File: config.mk
export PLATFORM = sky130hd
export DESIGN_NAME = ex_muldiv
export DESIGN_NICKNAME = d
export VERILOG_FILES = /design/src/rtl/ex_muldiv.sv
export SDC_FILE = /design/constraint.sdc
export NUM_CORES = 2
export LEC_CHECK = 0
export ABC_AREA = 0
export CELL_PAD_IN_SITES_DETAIL_PLACEMENT = 1
export CELL_PAD_IN_SITES_GLOBAL_PLACEMENT = 1
export CORE_MARGIN = 1.5
export CORE_UTILIZATION = 46
export CTS_CLUSTER_DIAMETER = 80
export DETAILED_ROUTE_END_ITERATION = 10
export PLACE_DENSITY = 0.89
export RECOVER_POWER = 25
export SYNTH_ARGS = -nofsm -noshare
export SYNTH_HDL_FRONTEND = slang
export SYNTH_SLANG_ARGS = --single-unit
File: constraint.sdc
create_clock -name i_clk -period 6.1 [get_ports i_clk]
set_input_delay 1.22 -clock i_clk [delete_from_list [all_inputs] [get_ports i_clk]]
set_output_delay 1.22 -clock i_clk [all_outputs]
set_load 0.01 [all_outputs]
File: src/rtl/ex_muldiv.sv
// Execute-stage back end: ALU/RV32M result select, iterative divider and EX/MEM register.
// Define EX_MULDIV_RADIX4_DIV_EN to retire two quotient bits per divider cycle.
module ex_muldiv #(
  parameter int unsigned XLEN = 32
) (
  input  logic            i_clk,
  input  logic            i_rst_n,
  input  logic            i_vld,
  input  logic [XLEN-1:0] i_inst,
  input  logic [XLEN-1:0] i_pc,
  input  logic [XLEN-1:0] i_nxt_pc,
  input  logic [4:0]      i_rs1_raddr,
  input  logic [4:0]      i_rs2_raddr,
  input  logic [XLEN-1:0] i_rs1_rdata,
  input  logic [XLEN-1:0] i_rs2_rdata,
  input  logic [XLEN-1:0] i_alu_res,
  input  logic            i_md_en,
  input  logic [2:0]      i_md_op,
  input  logic [2:0]      i_opsel,
  input  logic            i_dmem_ren,
  input  logic            i_dmem_wen,
  input  logic            i_mem_reg,
  input  logic [XLEN-1:0] i_dmem_wdata,
  input  logic [4:0]      i_rd_waddr,
  input  logic            i_rd_wen,
  input  logic            i_flush,
  output logic            o_stall,
  output logic            o_vld,
  output logic [XLEN-1:0] o_inst,
  output logic [XLEN-1:0] o_pc,
  output logic [XLEN-1:0] o_nxt_pc,
  output logic [4:0]      o_rs1_raddr,
  output logic [4:0]      o_rs2_raddr,
  output logic [XLEN-1:0] o_rs1_rdata,
  output logic [XLEN-1:0] o_rs2_rdata,
  output logic [2:0]      o_opsel,
  output logic            o_dmem_ren,
  output logic            o_dmem_wen,
  output logic            o_mem_reg,
  output logic [XLEN-1:0] o_dmem_wdata,
  output logic [4:0]      o_rd_waddr,
  output logic            o_rd_wen,
  output logic [XLEN-1:0] o_res,
  output logic [XLEN-1:0] o_dmem_addr
);

  typedef enum logic [1:0] {StIdle, StDiv, StDone} state_e;

  typedef struct packed {
    logic [XLEN-1:0] inst;
    logic [XLEN-1:0] pc;
    logic [XLEN-1:0] nxt_pc;
    logic [4:0]      rs1_raddr;
    logic [4:0]      rs2_raddr;
    logic [XLEN-1:0] rs1_rdata;
    logic [XLEN-1:0] rs2_rdata;
    logic [2:0]      opsel;
    logic            dmem_ren;
    logic            dmem_wen;
    logic            mem_reg;
    logic [XLEN-1:0] dmem_wdata;
    logic [4:0]      rd_waddr;
    logic            rd_wen;
    logic [XLEN-1:0] res;
  } exmem_t;

`ifdef EX_MULDIV_RADIX4_DIV_EN
  localparam logic [4:0] LastCnt = 5'd15;
`else
  localparam logic [4:0] LastCnt = 5'd31;
`endif

  state_e          state_q, state_d;
  logic [4:0]      cnt_q, cnt_d;
  logic [63:0]     rq_q, rq_d;
  logic [XLEN-1:0] dvsr_q, dvsr_d;
  logic            neg_quo_q, neg_quo_d;
  logic            neg_rem_q, neg_rem_d;
  logic            rem_op_q, rem_op_d;
  exmem_t          exmem_q, exmem_d;
  logic            vld_q;

  logic            a_sgn, b_sgn, div_sgn, div_by_zero, div_ovf, special, start;
  logic [63:0]     a_ext, b_ext, prod;
  logic [XLEN-1:0] rs1_mag, rs2_mag, quo_fix, rem_fix, res;

  // One restoring step; the 33-bit compare keeps the bit shifted out of the remainder.
  function automatic logic [63:0] div_step(input logic [63:0] rq, input logic [31:0] d);
    logic [32:0] diff;
    diff = rq[63:31] - {1'b0, d};
    if (diff[32]) div_step = {rq[62:0], 1'b0};
    else          div_step = {diff[31:0], rq[30:0], 1'b1};
  endfunction

  always_comb begin
    a_sgn       = (i_md_op[1:0] == 2'b01) | (i_md_op[1:0] == 2'b10);
    b_sgn       = (i_md_op[1:0] == 2'b01);
    a_ext       = {{32{a_sgn & i_rs1_rdata[31]}}, i_rs1_rdata};
    b_ext       = {{32{b_sgn & i_rs2_rdata[31]}}, i_rs2_rdata};
    prod        = a_ext * b_ext;
    div_sgn     = ~i_md_op[0];
    div_by_zero = (i_rs2_rdata == '0);
    div_ovf     = div_sgn & (i_rs1_rdata == 32'h8000_0000) & (i_rs2_rdata == 32'hFFFF_FFFF);
    special     = div_by_zero | div_ovf;
    rs1_mag     = (div_sgn & i_rs1_rdata[31]) ? -i_rs1_rdata : i_rs1_rdata;
    rs2_mag     = (div_sgn & i_rs2_rdata[31]) ? -i_rs2_rdata : i_rs2_rdata;
    quo_fix     = neg_quo_q ? -rq_q[31:0] : rq_q[31:0];
    rem_fix     = neg_rem_q ? -rq_q[63:32] : rq_q[63:32];
    start       = (state_q == StIdle) & i_vld & i_md_en & i_md_op[2] & ~special & ~i_flush;
    o_stall     = i_rst_n & (start | (state_q == StDiv));
  end

  always_comb begin
    res = i_alu_res;
    if (state_q == StDone) begin
      res = rem_op_q ? rem_fix : quo_fix;
    end else if (i_md_en) begin
      unique case (i_md_op)
        3'b000:  res = prod[31:0];
        3'b001,
        3'b010,
        3'b011:  res = prod[63:32];
        default: begin
          if (div_by_zero) res = i_md_op[1] ? i_rs1_rdata : 32'hFFFF_FFFF;
          else             res = i_md_op[1] ? 32'h0 : 32'h8000_0000;
        end
      endcase
    end
  end

  always_comb begin
    state_d   = state_q;
    cnt_d     = cnt_q;
    rq_d      = rq_q;
    dvsr_d    = dvsr_q;
    neg_quo_d = neg_quo_q;
    neg_rem_d = neg_rem_q;
    rem_op_d  = rem_op_q;
    unique case (state_q)
      StIdle: begin
        if (start) begin
          state_d   = StDiv;
          cnt_d     = '0;
          rq_d      = {32'h0, rs1_mag};
          dvsr_d    = rs2_mag;
          neg_quo_d = div_sgn & (i_rs1_rdata[31] ^ i_rs2_rdata[31]);
          neg_rem_d = div_sgn & i_rs1_rdata[31];
          rem_op_d  = i_md_op[1];
        end
      end
      StDiv: begin
`ifdef EX_MULDIV_RADIX4_DIV_EN
        rq_d  = div_step(div_step(rq_q, dvsr_q), dvsr_q);
`else
        rq_d  = div_step(rq_q, dvsr_q);
`endif
        cnt_d = cnt_q + 5'd1;
        if (i_flush)               state_d = StIdle;
        else if (cnt_q == LastCnt) state_d = StDone;
      end
      StDone:  state_d = StIdle;
      default: state_d = StIdle;
    endcase
  end

  always_comb begin
    exmem_d = '{inst: i_inst, pc: i_pc, nxt_pc: i_nxt_pc, rs1_raddr: i_rs1_raddr,
                rs2_raddr: i_rs2_raddr, rs1_rdata: i_rs1_rdata, rs2_rdata: i_rs2_rdata,
                opsel: i_opsel, dmem_ren: i_dmem_ren, dmem_wen: i_dmem_wen,
                mem_reg: i_mem_reg, dmem_wdata: i_dmem_wdata, rd_waddr: i_rd_waddr,
                rd_wen: i_rd_wen, res: res};
  end

  always_ff @(posedge i_clk or negedge i_rst_n) begin
    if (!i_rst_n) begin
      state_q   <= StIdle;
      cnt_q     <= '0;
      rq_q      <= '0;
      dvsr_q    <= '0;
      neg_quo_q <= 1'b0;
      neg_rem_q <= 1'b0;
      rem_op_q  <= 1'b0;
      exmem_q   <= '0;
      vld_q     <= 1'b0;
    end else begin
      state_q   <= state_d;
      cnt_q     <= cnt_d;
      rq_q      <= rq_d;
      dvsr_q    <= dvsr_d;
      neg_quo_q <= neg_quo_d;
      neg_rem_q <= neg_rem_d;
      rem_op_q  <= rem_op_d;
      vld_q     <= ~o_stall & i_vld & ~i_flush;
      if (!o_stall) exmem_q <= exmem_d;
    end
  end

  assign o_vld        = vld_q;
  assign o_inst       = exmem_q.inst;
  assign o_pc         = exmem_q.pc;
  assign o_nxt_pc     = exmem_q.nxt_pc;
  assign o_rs1_raddr  = exmem_q.rs1_raddr;
  assign o_rs2_raddr  = exmem_q.rs2_raddr;
  assign o_rs1_rdata  = exmem_q.rs1_rdata;
  assign o_rs2_rdata  = exmem_q.rs2_rdata;
  assign o_opsel      = exmem_q.opsel;
  assign o_dmem_ren   = exmem_q.dmem_ren;
  assign o_dmem_wen   = exmem_q.dmem_wen;
  assign o_mem_reg    = exmem_q.mem_reg;
  assign o_dmem_wdata = exmem_q.dmem_wdata;
  assign o_rd_waddr   = exmem_q.rd_waddr;
  assign o_rd_wen     = exmem_q.rd_wen;
  assign o_res        = exmem_q.res;
  assign o_dmem_addr  = exmem_q.res;

endmodule

==> results of run 1 <==
stage by stage:
| step | instance area [µm²] | hold slack [ns] |
|---|---|---|
| floorplan | 58600 | 0.450 |
| global placement | 69300 | 0.448 |
| detailed placement | 69300 | 0.456 |
| CTS | 73100 | 0.468 |
metal layers:
layer	GRT overflow	global-route usage
met4	3	0.628
met1	0	0.637
met5	0	0.342
met3	0	0.551
met2	1	0.808
repair_timing:
action                                  CTS
setup buffers                            58
gates cloned                              7
endpoints found under the setup margin   33
resized for setup                       453
pin swaps                               215
kinds of logic after synthesis:
kind of cell | after synthesis | synth area share
xor gates and xnor gates | 201 | 0.0303
AOI/OAI and AO/OA | 713 | 0.0774
muxes | 43 | 0.00741
buffers and inverters | 1729 | 0.116
adders and majority gates | 1382 | 0.443
and+or+nand+nor | 2334 | 0.174
DFF | 353 | 0.152
==> summary.txt, run 1 <==
LOGIC SYNTHESIS
----------------------------------------------------------------------------
#FFs+latches synth ............................................          353
Commonest register cell after synthesis .......................      dfrtp_1
Number of enable flip-flop cells after synthesis ..............            0
Leading post-synthesis cells by cell area ..................... fa_1 (39%), dfrtp_1 (15%), nand2_1 (10%)
Post-synthesis area per instance ..............................     8.60 µm²
Syn Nets ......................................................         8391
YS warnings ...................................................            0
Share of synthesized registers carrying an async set or reset .         1.00
Cells after Synth .............................................         6755
Number of distinct library cells after synthesis ..............           78
Cell taking the most area after synthesis .....................         fa_1
Share of the synthesized area in the top cell type ............        0.388
Netlist area before placement .................................    58100 µm²
Commonest cells in the netlist ................................ nand2_1 (1604), inv_1 (1271), fa_1 (1126)
Most frequent cell after synthesis ............................      nand2_1
Sequential area share after synthesis .........................        0.152

CLOCKING
----------------------------------------------------------------------------
Total number of clock tree sinks ..............................          353
Clock Root Buffer .............................................    clkbuf_16
Hold-fix buffer count after cts ...............................            0
CTS H-tree lvls ...............................................            2
Number of CTS-inserted buffers ................................           45
Max Buffers Root-to-Sink ......................................            3

DIE
----------------------------------------------------------------------------
Die Span X ....................................................       358 µm
Initial core utilization ......................................        0.463
Row cnt .......................................................          130
I/O pin cnt ...................................................          534
Die Y-Extent ..................................................       358 µm

RUN STATUS
----------------------------------------------------------------------------
Failed at .....................................................      5_1_grt
Stop Error .................................................... [ERROR GRT-0116] Global routing finished with congestion. Check the congestion regions in the DRC Viewer.
Run status .................................................... did not finish

GLOBAL ROUTING
----------------------------------------------------------------------------
Number of global-route vias before repair .....................        75400
Overflow left after global routing ............................            4
Largest net degree at the start of global routing .............          158
Wire length of the first global-routing pass ..................    586000 µm
GRT Resource Usage Total ......................................        0.657

PLACED DESIGN
----------------------------------------------------------------------------
Detailed placer's ending HPWL .................................    222000 µm
Placed cell count .............................................         9144
Final weighted congestion in routability-driven placement .....         1.01
Total of buffers placed on input and output ports .............          533
Pre-CTS setup slack ...........................................     -3.99 ns

==> run 2, diff against run 1 <==
Settings changed: CELL_PAD_IN_SITES_DETAIL_PLACEMENT 1 to unset, CELL_PAD_IN_SITES_GLOBAL_PLACEMENT 1 to unset, CORE_UTILIZATION 46 to 40, CTS_CLUSTER_DIAMETER 80 to unset, PLACE_DENSITY 0.89 to unset, PLACE_DENSITY_LB_ADDON set to 0.15.
==> run 2 against run 1 <==
Synthesized cell count is the same. Synthesized area is the same. The flow now finishes, with violations (max-capacitance violations, max-slew violations, negative setup slack).
==> summary.txt, run 2 <==
STA
-----------------------------------------------------------------------------------------------------------------
Worst slew margin relative to its limit ............................................................        -2.34
Peak clock frequency supported by timing ...........................................................      122 MHz
Max Slew Vio Count .................................................................................          132
Total of endpoints with negative setup slack in the final report ...................................           94
Post-layout worst setup margin .....................................................................     -2.10 ns
Portion of the clock cycle consumed by the worst path in the final layout ..........................         1.34
Setup TNS Final ....................................................................................    -75.62 ns
RSZ-0062 raised after global routing ...............................................................         true
Slew @ Worst Pin ...................................................................................      5.00 ns
Clock skew after layout ............................................................................    0.0288 ns
Number of hold violations in the final report ......................................................            0
Final Critical Period ..............................................................................      8.20 ns

LOGIC SYNTHESIS
-----------------------------------------------------------------------------------------------------------------
Commonest cells in the netlist ..................................................................... nand2_1 (1604), inv_1 (1271), fa_1 (1126)   unchanged
Netlist area before placement ......................................................................    58100 µm²   unchanged
Sequential area share after synthesis ..............................................................        0.152   unchanged
Parity-gate share of the synthesized area counting xor and xnor cells ..............................       0.0303   unchanged
Post-synthesis area per instance ...................................................................     8.60 µm²   unchanged
Most frequent cell after synthesis .................................................................      nand2_1   unchanged
Syn Nets ...........................................................................................         8391   unchanged
Leading post-synthesis cells by cell area .......................................................... fa_1 (39%), dfrtp_1 (15%), nand2_1 (10%)   unchanged
Cells after Synth ..................................................................................         6755   unchanged
Number of enable flip-flop cells after synthesis ...................................................            0   unchanged
Arithmetic-cell share of the synthesized area counting full adders, half adders and majority gates .        0.443   unchanged
Share of the synthesized area in the top cell type .................................................        0.388   unchanged
Dominant combinational cell family by area after synthesis .........................................  adder cells   unchanged
Number of distinct library cells after synthesis ...................................................           78   unchanged
Post-synthesis simple-gate area fraction ...........................................................        0.174   unchanged
Share of cell area taken by muxes after synthesis ..................................................      0.00741   unchanged
Cell taking the most area after synthesis ..........................................................         fa_1   unchanged
#FFs+latches synth .................................................................................          353   unchanged
Commonest register cell after synthesis ............................................................      dfrtp_1   unchanged
Share of synthesized registers carrying an async set or reset ......................................         1.00   unchanged
Synth Area in Compound Gates .......................................................................       0.0774   unchanged
YS warnings ........................................................................................            0   unchanged

GLOBAL ROUTING
-----------------------------------------------------------------------------------------------------------------
Largest net degree at the start of global routing ..................................................          169
GRT Resource Usage Total ...........................................................................        0.307
Overflow left after global routing .................................................................            0
Wire length of the first global-routing pass .......................................................    336000 µm
Number of global-route vias before repair ..........................................................        52100
Number of antenna violations at the first check in global routing ..................................           33

DIE
-----------------------------------------------------------------------------------------------------------------
Die outline area ...................................................................................   148000 µm²
Die Span X .........................................................................................       384 µm   was 358 µm
Die Y-Extent .......................................................................................       384 µm   was 358 µm
Initial core utilization ...........................................................................        0.404   was 0.463
Row cnt ............................................................................................          139   was 130
Core Area ..........................................................................................   144000 µm²
I/O pin cnt ........................................................................................          534   unchanged

WORST SETUP PATH
-----------------------------------------------------------------------------------------------------------------
Kind of critical path .............................................................................. input port to register
Req. time, crit path ...............................................................................      6.65 ns
Crit path max fanout ...............................................................................            4
Type of destination of the critical path ...........................................................     register
Crit-path max cell delay ...........................................................................      0.61 ns
Critical path data arrival time ....................................................................      8.75 ns
CP dominant cell by count ..........................................................................         fa_1
Worst-path cell with the longest stage delay .......................................................         fa_2
Startpoint type of the worst setup path ............................................................   input port

DRT
-----------------------------------------------------------------------------------------------------------------
Total wire length ..................................................................................    225000 µm
Detailed-route vias per instance ...................................................................         5.22
Total DRC errors in the routed layout ..............................................................            0
Number of routed nets with antenna violations ......................................................            0
Routed wire per std cell ...........................................................................      23.5 µm
First DRT Iteration DRCs ...........................................................................         3869
Detailed-router iteration count before antenna repair ..............................................            5
Routed via count ...................................................................................        50000

CLOCKING
-----------------------------------------------------------------------------------------------------------------
Max Buffers Root-to-Sink ...........................................................................            3   unchanged
Clock tree from TritonCTS ..........................................................................        built
Number of CTS-inserted buffers .....................................................................           44   was 45
Hold-fix buffer count after cts ....................................................................            0   unchanged
Worst skew pair latency ............................................................................      0.64 ns
CTS clk-pin slew, worst paths ......................................................................      0.06 ns
CTS H-tree lvls ....................................................................................            2   unchanged
Clock Root Buffer ..................................................................................    clkbuf_16   unchanged
Total number of clock tree sinks ...................................................................          353   unchanged

LAYOUT
-----------------------------------------------------------------------------------------------------------------
Commonest non-fill, non-tap cells in the layout .................................................... nand2_1 (1583), inv_1 (1227), fa_1 (1099)
Growth of design area from synthesis to finish .....................................................        27.4%
Fillcell total .....................................................................................        13600
Most common cell after layout, fill and taps aside .................................................      nand2_1
Number of flip-flops under the largest register name ...............................................           64
Largest register by flop count .....................................................................         rq_q
Layout net count ...................................................................................         9256
Register area ......................................................................................     8830 µm²
Share of post-route cells with drive strength above 1 ..............................................        0.157
Area of the multi-input gates ......................................................................    44400 µm²

PLACED DESIGN
-----------------------------------------------------------------------------------------------------------------
Final weighted congestion in routability-driven placement ..........................................        0.976   was 1.01
Detailed placer's ending HPWL ......................................................................    187000 µm   was 222000 µm
Total of buffers placed on input and output ports ..................................................          533   unchanged

RUN STATUS
-----------------------------------------------------------------------------------------------------------------
Violations in the final reports .................................................................... max-capacitance violations, max-slew violations, negative setup slack
Run status ......................................................................................... finished with violations   was did not finish

JOB
-----------------------------------------------------------------------------------------------------------------
Total of max-cap violations ........................................................................            2

WORST HOLD PATH
-----------------------------------------------------------------------------------------------------------------
Class of the tightest hold or removal check ........................................................ register to register

[run 2: cell counts after synthesis]
Identical to the previous run, type by type.
[run 2: through the flow]
stage	instance area (µm²)	util	hold slack [ns]	setup slack, ns	cells
2_1_floorplan	58600	-	0.450	-3.25	6755
3_3_place_gp	70000	0.486	0.448	-3.53	9427
3_5_place_dp	70000	0.486	0.455	-3.59	9427
4_1_cts	73400	0.510	0.468	-2.21	9540
5_1_grt	74000	0.514	0.480	-2.38	9563
6_report	74000	0.514	0.458	-2.10	9573
[run 2: worst max-delay path: cells and delay by family]
family          cells  cell delay (ns)
buf+inv            11             0.81
mux                 1             0.25
compound gates      7             1.22
fa+ha+maj          10             4.71
simple gates        4             0.53
[run 2: logic make-up (layout without fill, tap and decap cells)]
kind of cell    after synthesis  count (layout)
simple gates               2334            2334
buf+inv                    1729            2627
fa+ha+maj                  1382            1382
compound gates              713             713
flops                       353             353
xor+xnor                    201             201
mux                          43              43
other cells                   0              17
[run 2: final cells by class]
cell class,instances,share of cell area
clock buffer,58,0.0165
clock inverter,21,0.00496
timing repair buffer,1273,0.161
tap,1903,0.0322
sequential,353,0.119
inverter,1275,0.0653
antenna,17,0.000575
multi-input combinational,4673,0.600
[run 2: path summary, 6_finish.rpt]
path                                       start                to  slack [ns]  cells past startpoint
worst max register to register          rq_q[31]          rq_q[59]        0.95                     15
worst min register to register  o_dmem_wdata[13]  o_dmem_wdata[13]        0.46                      2
worst max-delay path                  i_md_op[1]   o_dmem_addr[26]       -2.10                     33
worst min-delay path            o_dmem_wdata[13]  o_dmem_wdata[13]        0.46                      2
max in group asynchronous                i_rst_n    o_rs1_rdata[3]       -0.01                      3
min in group asynchronous                i_rst_n          rq_q[34]        2.40                      1
[run 2: what timing repair did]
| action | 4_1_cts | 5_1_grt |
|---|---|---|
| resized for setup | 349 | 102 |
| pin swaps | 185 | 125 |
| endpoints found under the setup margin | 33 | 33 |
| setup buffers | 44 | 18 |
| gates cloned | 2 | 0 |
[run 2: routing by layer]
layer | GRT usage | up-vias | routed length [µm]
met4 | 0.122 | 6 | 10300
met3 | 0.0473 | 369 | 17300
li1 | - | 22100 | -
met5 | 0 | - | 34
met1 | 0.406 | 25700 | 91000
met2 | 0.504 | 1852 | 106000
Power of run 2 is left out: the tool's default activity adds up to more than one toggle a clock period on the data nets, which glitch-free logic cannot reach.
